**src/rtl/if_fetch_if.sv**
```systemverilog
// Fetch-stage bundle: decode handshake, execute redirect and the byte-wide memory read port.
// The fetch unit uses the slave view; the surrounding pipeline/memory uses the master view.
interface if_fetch_if;
    logic        stall_in;
    logic        branch_we_in;
    logic [31:0] branch_addr_in;
    logic        mem_re_out;
    logic [31:0] mem_addr_out;
    logic [7:0]  mem_data_in;
    logic        mem_ack_in;
    logic [31:0] pc_out;
    logic [31:0] inst_out;
    logic        rec_out;

    modport slave (
        input  stall_in,
        input  branch_we_in,
        input  branch_addr_in,
        input  mem_data_in,
        input  mem_ack_in,
        output mem_re_out,
        output mem_addr_out,
        output pc_out,
        output inst_out,
        output rec_out
    );

    modport master (
        output stall_in,
        output branch_we_in,
        output branch_addr_in,
        output mem_data_in,
        output mem_ack_in,
        input  mem_re_out,
        input  mem_addr_out,
        input  pc_out,
        input  inst_out,
        input  rec_out
    );
endinterface

```
**src/rtl/if_fetch.sv**
```systemverilog
// Instruction fetch with a direct-mapped I-cache; misses are filled from four byte reads.
// Presents registered pc/inst to decode, holds on stall, redirects on branch from execute.
module if_fetch #(
    parameter logic [31:0] RESET_PC     = 32'h0000_0000,
    parameter int unsigned ICACHE_LINES = 64
) (
    input  logic       clk_in,
    input  logic       rst_in,
    if_fetch_if.slave  bus
);
    localparam int unsigned IDX  = $clog2(ICACHE_LINES);
    localparam int unsigned TAGW = 30 - IDX;

    typedef enum logic [1:0] {StLookup, StMem} state_e;

    state_e                  state_q;
    logic [31:0]             pc_q;
    logic [1:0]              k_q;
    logic [23:0]             buf_q;
    logic [ICACHE_LINES-1:0] valid_q;
    logic [TAGW-1:0]         tag_q  [ICACHE_LINES];
    logic [31:0]             data_q [ICACHE_LINES];
    logic                    mem_re_q;
    logic [31:0]             mem_addr_q;
    logic [31:0]             pc_out_q;
    logic [31:0]             inst_out_q;
    logic                    rec_q;

    logic [IDX-1:0]  idx;
    logic [TAGW-1:0] tag;
    logic            hit;
    logic            fill_we;
    logic [1:0]      k_d;
    logic [31:0]     fill_word_d;

    assign idx         = pc_q[IDX+1:2];
    assign tag         = pc_q[31:IDX+2];
    assign hit         = valid_q[idx] && (tag_q[idx] == tag);
    assign k_d         = k_q + 2'd1;
    assign fill_word_d = {bus.mem_data_in, buf_q};
    // Redirect on the final ack cancels the line write.
    assign fill_we     = (state_q == StMem) && bus.mem_ack_in && (k_q == 2'd3)
                         && !bus.branch_we_in;

    always_ff @(posedge clk_in or posedge rst_in) begin
        if (rst_in) begin
            state_q    <= StLookup;
            pc_q       <= RESET_PC;
            k_q        <= 2'd0;
            buf_q      <= 24'd0;
            valid_q    <= '0;
            mem_re_q   <= 1'b0;
            mem_addr_q <= 32'd0;
            pc_out_q   <= 32'd0;
            inst_out_q <= 32'd0;
            rec_q      <= 1'b0;
        end else if (bus.branch_we_in) begin
            pc_q     <= bus.branch_addr_in;
            rec_q    <= 1'b0;
            state_q  <= StLookup;
            k_q      <= 2'd0;
            mem_re_q <= 1'b0;
        end else begin
            unique case (state_q)
                StLookup: begin
                    if (!bus.stall_in) begin
                        if (hit) begin
                            pc_out_q   <= pc_q;
                            inst_out_q <= data_q[idx];
                            rec_q      <= 1'b1;
                            pc_q       <= pc_q + 32'd4;
                        end else begin
                            rec_q      <= 1'b0;
                            k_q        <= 2'd0;
                            state_q    <= StMem;
                            mem_re_q   <= 1'b1;
                            mem_addr_q <= pc_q;
                        end
                    end
                end
                StMem: begin
                    if (bus.mem_ack_in) begin
                        case (k_q)
                            2'd0:    buf_q[7:0]   <= bus.mem_data_in;
                            2'd1:    buf_q[15:8]  <= bus.mem_data_in;
                            2'd2:    buf_q[23:16] <= bus.mem_data_in;
                            default: ;
                        endcase
                        k_q <= k_d;
                        if (k_q == 2'd3) begin
                            valid_q[idx] <= 1'b1;
                            state_q      <= StLookup;
                            mem_re_q     <= 1'b0;
                        end else begin
                            mem_addr_q <= pc_q + {30'd0, k_d};
                        end
                    end
                end
                default: state_q <= StLookup;
            endcase
        end
    end

    // Tag/data need no reset: valid bits gate every use.
    always_ff @(posedge clk_in) begin
        if (fill_we) begin
            tag_q[idx]  <= tag;
            data_q[idx] <= fill_word_d;
        end
    end

    assign bus.mem_re_out   = mem_re_q;
    assign bus.mem_addr_out = mem_addr_q;
    assign bus.pc_out       = pc_out_q;
    assign bus.inst_out     = inst_out_q;
    assign bus.rec_out      = rec_q;
endmodule

```
**src/flat_wrapper.sv**
```systemverilog
// flat-port wrapper written by rule: the top's interface ports become plain ports
module if_fetch_flat 
#(
    parameter logic [31:0] RESET_PC     = 32'h0000_0000,
    parameter int unsigned ICACHE_LINES = 64
)
  (clk_in, rst_in, bus_stall_in, bus_branch_we_in, bus_branch_addr_in, bus_mem_data_in, bus_mem_ack_in, bus_mem_re_out, bus_mem_addr_out, bus_pc_out, bus_inst_out, bus_rec_out);
  if_fetch_if bus_i ();
  input  logic clk_in;
  input  logic rst_in;
  input wire logic [$bits(bus_i.stall_in)-1:0] bus_stall_in;
  input wire logic [$bits(bus_i.branch_we_in)-1:0] bus_branch_we_in;
  input wire logic [$bits(bus_i.branch_addr_in)-1:0] bus_branch_addr_in;
  input wire logic [$bits(bus_i.mem_data_in)-1:0] bus_mem_data_in;
  input wire logic [$bits(bus_i.mem_ack_in)-1:0] bus_mem_ack_in;
  output wire logic [$bits(bus_i.mem_re_out)-1:0] bus_mem_re_out;
  output wire logic [$bits(bus_i.mem_addr_out)-1:0] bus_mem_addr_out;
  output wire logic [$bits(bus_i.pc_out)-1:0] bus_pc_out;
  output wire logic [$bits(bus_i.inst_out)-1:0] bus_inst_out;
  output wire logic [$bits(bus_i.rec_out)-1:0] bus_rec_out;
  assign bus_i.stall_in = bus_stall_in;
  assign bus_i.branch_we_in = bus_branch_we_in;
  assign bus_i.branch_addr_in = bus_branch_addr_in;
  assign bus_i.mem_data_in = bus_mem_data_in;
  assign bus_i.mem_ack_in = bus_mem_ack_in;
  assign bus_mem_re_out = bus_i.mem_re_out;
  assign bus_mem_addr_out = bus_i.mem_addr_out;
  assign bus_pc_out = bus_i.pc_out;
  assign bus_inst_out = bus_i.inst_out;
  assign bus_rec_out = bus_i.rec_out;
  if_fetch #(.RESET_PC(RESET_PC), .ICACHE_LINES(ICACHE_LINES)) u_core (.clk_in(clk_in), .rst_in(rst_in), .bus(bus_i));
endmodule
```
**config.mk**
```make
export PLATFORM = sky130hd
export DESIGN_NAME = if_fetch_flat
export DESIGN_NICKNAME = d
export VERILOG_FILES = /design/src/rtl/if_fetch_if.sv /design/src/rtl/if_fetch.sv /design/src/flat_wrapper.sv
export SDC_FILE = /design/constraint.sdc
export NUM_CORES = 2
export LEC_CHECK = 0
export ABC_AREA = 1
export CELL_PAD_IN_SITES_DETAIL_PLACEMENT = 1
export CELL_PAD_IN_SITES_GLOBAL_PLACEMENT = 2
export CORE_MARGIN = 5
export CORE_UTILIZATION = 40
export DETAILED_ROUTE_END_ITERATION = 8
export PLACE_DENSITY = 0.7
export SYNTH_ARGS = -nofsm -noshare
export SYNTH_HDL_FRONTEND = slang
export SYNTH_SLANG_ARGS = --single-unit
```
**constraint.sdc**
```tcl
create_clock -name clk_in -period 10.3 [get_ports clk_in]
set_clock_uncertainty 0.15 [all_clocks]
set_input_delay 1.545 -clock clk_in [delete_from_list [all_inputs] [get_ports clk_in]]
set_output_delay 1.545 -clock clk_in [all_outputs]
set_load 0.03 [all_outputs]
```
==> results.md <==
* Inst Count DP at 16800
* Synthesis Warnings at 0
* Total setup buffers inserted after CTS at 0
* DR vias/cell at 5.80
* Row cnt at 227
* Die Wd at 629 um
* Fin nets at 12200
* Vias in the first global route at 103000
* Synth cell types at 42
* Final Wtd Congestion at 0.824
* P_leak at 62.1 nW
* Buffers on Ports at 142
* Hold buffer count at cts at 0
* Register bit total from synthesis at 3804
* Synth Area per Inst at 12.8 sq um
* WHS Endpoint: u_core.data_q[30][20]
* Initial Utilization at 0.401
* First-pass GRT wire length at 788000 um
* Worst endpoint data arrival time at 8.08 ns
* CP startpoint kind: register
* Full die area at 0.395 sq mm
* CTS sink count at 3804
* Finish-stage setup viols at 0
* Status: finished clean
* Synthesized Nets at 12100
* Crit-path max cell delay at 1.14 ns
* CP Capture Type: register
* Fmax at 136 MHz
* Worst-Skew Late Latency at 0.98 ns
* CTS clk-pin slew, worst paths at 0.06 ns
* Fin crit period at 7.38 ns
* Flop pwr share at 0.483
* RSZ-0062 raised after global routing: false
* Flop2flop setup slack at 2.92 ns
* Post-CTS sizing at 0
* DR vias at 102000
* Fraction of layout cells with a size suffix above 1 at 0.0923
* Tcrit/Tclk final at 0.716
* H-tree Lvls at 5
* Area delta synth->final at 13.5%
* Worst Max-Slew Pin Slew at 1.42 ns
* DRT Wirelength at 563000 um
* Max Cap Violations at 0
* Logic pwr share at 0.116
* Switching Power at 0.00953 W
* Worst min path class: reg -> reg
* DRC viols at 0
* DR iter-0 viols at 10500
* Slew Limit Fails at 0
* Most common cell type on the critical path: nand2_1
* Largest net degree at the start of global routing at 224
* Power per cell area at 208 mW/mm^2
* IO Pins at 143
* Post-DP HPWL at 302000 um
* Reg-to-Reg End: u_core.bus.pc_out[27]
* Syn Inst Count at 12000
* Initial antenna violation count at 24
* Peak VDD IR at 0.171 mV
* Main flop type after synthesis: edfxtp_1
* TritonCTS clock tree: built
* FF-to-FF Start: u_core.pc_q[2]
* Final hold vios at 0
* Root Buffer Master: clkbuf_16
* Synth Cell Area at 0.153 sq mm
* Hold Path Origin: u_core.buf_q[20]
* Critical path, cell by cell: buf_12, buf_12, nand2_1, o211ai_1, nand2_1, o21ai_0, nand2_1, nor2_1, nand3_1, nand2_1, nand2_1, nor2_1, nand3_1, nor2_4, buf_4, nand3_4, nand2_1, nand2_1
* CP bufs+invs at 3
* Slowest cell on crit path: nand3_4
* Crit path max fanout at 215
* Die Ht at 629 um
* Sequential fraction of the synthesis area at 0.739
* Relative slew margins at 0.0502
* Hold depth at 0
* DR pass1 iterations at 6
* Layout Cells excl Fill at 17500
* Average wire per standard cell at 32.1 um
* Total global routing overflow at 0
* Async SR Flop Fraction at 0.0578
* Worst Reg-to-Reg Cells at 18
* WP data required at 11.00 ns
* Sw frac at 0.263
* Num CTS Buffers at 412
* EDFF count, synth at 3584
* Worst Path Class, Setup: reg -> reg
* Clk pwr share at 0.402
* Placeable core area at 0.382 sq mm
* Internal at 0.0267 W
* Maximum clock path buffer count at 4
* Antenna-violating nets left at 0
* Tot GR Track Use at 0.276
* Fin Setup TNS at 0 ns
* Critical path's top delay family: simple AND/OR/NAND/NOR gates
==> metal layers <==
layer	part of all wire	wire (um)	track usage
met1	0.42	236000	0.374
met2	0.48	271000	0.462
met3	0.058	32600	0.0321
met4	0.041	22800	0.0994
met5	0.000048	27	0
==> state kept, by name, summed over array words and instances (netlist names) <==
signal and cells:
u_core.data_q 2048, u_core.bus.inst_out 32, u_core.bus.pc_out 32, u_core.buf_q 24, u_core.bus.mem_addr_out 32, u_core.valid_q 64, u_core.k_q 2, u_core.pc_q 32
u_core.bus.mem_re_out 1, u_core.tag_q 1536, u_core.bus.rec_out 1
==> power by group through the flow <==
stage	logic [W]	registers [W]	clock network [W]
after floorplan	0.00213	0.0180	0
after global placement	0.00411	0.0178	0
after detailed placement	0.00419	0.0178	0
after CTS	0.00420	0.0175	0.0148
after global routing	0.00449	0.0175	0.0155
final	0.00419	0.0175	0.0146
==> cells by family (layout without fill, tap and decap cells) <==
logic type / Yosys count / after routing / share of synthesized area
buffers and inverters: 1689 / 2147 / 0.0442
DFF: 3804 / 3804 / 0.739
and+or+nand+nor: 3765 / 3765 / 0.104
adders and majority gates: 8 / 8 / 0.000703
xor gates and xnor gates: 37 / 37 / 0.00212
other: 0 / 8 / 0
AOI/OAI and AO/OA: 2704 / 2704 / 0.111
==> layout by cell type, fill, tap and decap left out, types with 8 or more instances in the layout <==
cell             count
edfxtp_1          3584
nand2_1           1804
o21ai_0           1366
nor2_1             965
inv_1              935
o21a_1             745
nand3_1            471
clkbuf_16          421
buf_4              290
a41oi_1            235
o211ai_1           225
dfrtp_1            194
nand4_1            168
or2_2              139
clkdlybuf4s50_1    133
o21ai_1             93
clkinv_1            90
clkbuf_1            88
clkinv_2            85
nor2_4              71
nor4_1              59
xor2_1              37
or2_1               36
bufinv_16           31
dfrtp_2             23
or2_0               20
buf_12              18
nor3_1              17
clkbuf_8            15
o2111ai_1           14
buf_2                9
diode_2              8
==> synth_stat cells, drive strengths merged (14+ instances only) <==
| cell type | count | area share |
|---|---|---|
| a41oi | 235 | 0.013 |
| buf | 329 | 0.011 |
| clkbuf | 411 | 0.010 |
| dfrtp | 220 | 0.036 |
| edfxtp | 3584 | 0.70 |
| inv | 946 | 0.023 |
| nand2 | 1808 | 0.044 |
| nand3 | 474 | 0.016 |
| nand4 | 168 | 0.0069 |
| nor2 | 1036 | 0.026 |
| nor3 | 21 | 0.00072 |
| nor4 | 59 | 0.0024 |
| o2111ai | 14 | 0.00080 |
| o211ai | 225 | 0.011 |
| o21a | 745 | 0.037 |
| o21ai | 1460 | 0.048 |
| or2 | 195 | 0.0080 |
| xor2 | 37 | 0.0021 |
==> worst reg2reg max path, stage by stage, from the launching register on <==
cell	delay [ns]
dfrtp_4	0.93
buf_12	0.71
buf_12	1.08
nand2_1	0.18
o211ai_1	0.14
nand2_1	0.09
o21ai_0	0.19
nand2_1	0.07
nor2_1	0.28
nand3_1	0.12
nand2_1	0.17
nand2_1	0.08
nor2_1	0.24
nand3_1	0.21
nor2_4	0.18
buf_4	0.80
nand3_4	1.19
nand2_1	0.37
nand2_1	0.08
==> worst max-delay path by stage <==
stage          depth (start not counted)            from                      end  slack (ns)
3_5_place_dp                          18  u_core.pc_q[2]  u_core.bus.inst_out[13]        3.11
2_1_floorplan                          1          rst_in          u_core.buf_q[0]        2.58
4_1_cts                               18  u_core.pc_q[2]  u_core.bus.inst_out[13]        3.10
5_1_grt                               18  u_core.pc_q[2]  u_core.bus.inst_out[19]        2.59
3_3_place_gp                          18  u_core.pc_q[2]  u_core.bus.inst_out[16]        3.17
6_report                              18  u_core.pc_q[2]    u_core.bus.pc_out[27]        2.92
==> cell type report <==
type                       count  area (sq um)
antenna                        8          20.0
clock buffer                 524         11100
clock inverter               224          1960
fill                       38900        208000
inverter                     949          3600
multi-input combinational   6514         33800
sequential                  3804        113000
tap                         5038          6300
timing repair buffer         450          3910
==> per-stage QoR <==
stage | total power, W | cell area, sq um | hold WS, ns | setup slack [ns] | util
floorplan | 0.0202 | 153000 | 0.277 | 2.58 | -
global placement | 0.0219 | 161000 | 0.284 | 3.17 | 0.421
detailed placement | 0.0220 | 161000 | 0.286 | 3.11 | 0.421
CTS | 0.0365 | 174000 | 0.298 | 3.10 | 0.455
global route | 0.0374 | 174000 | 0.314 | 2.59 | 0.455
finish | 0.0362 | 174000 | 0.305 | 2.92 | 0.455
No activity file was read; power rests on OpenSTA's default activity.
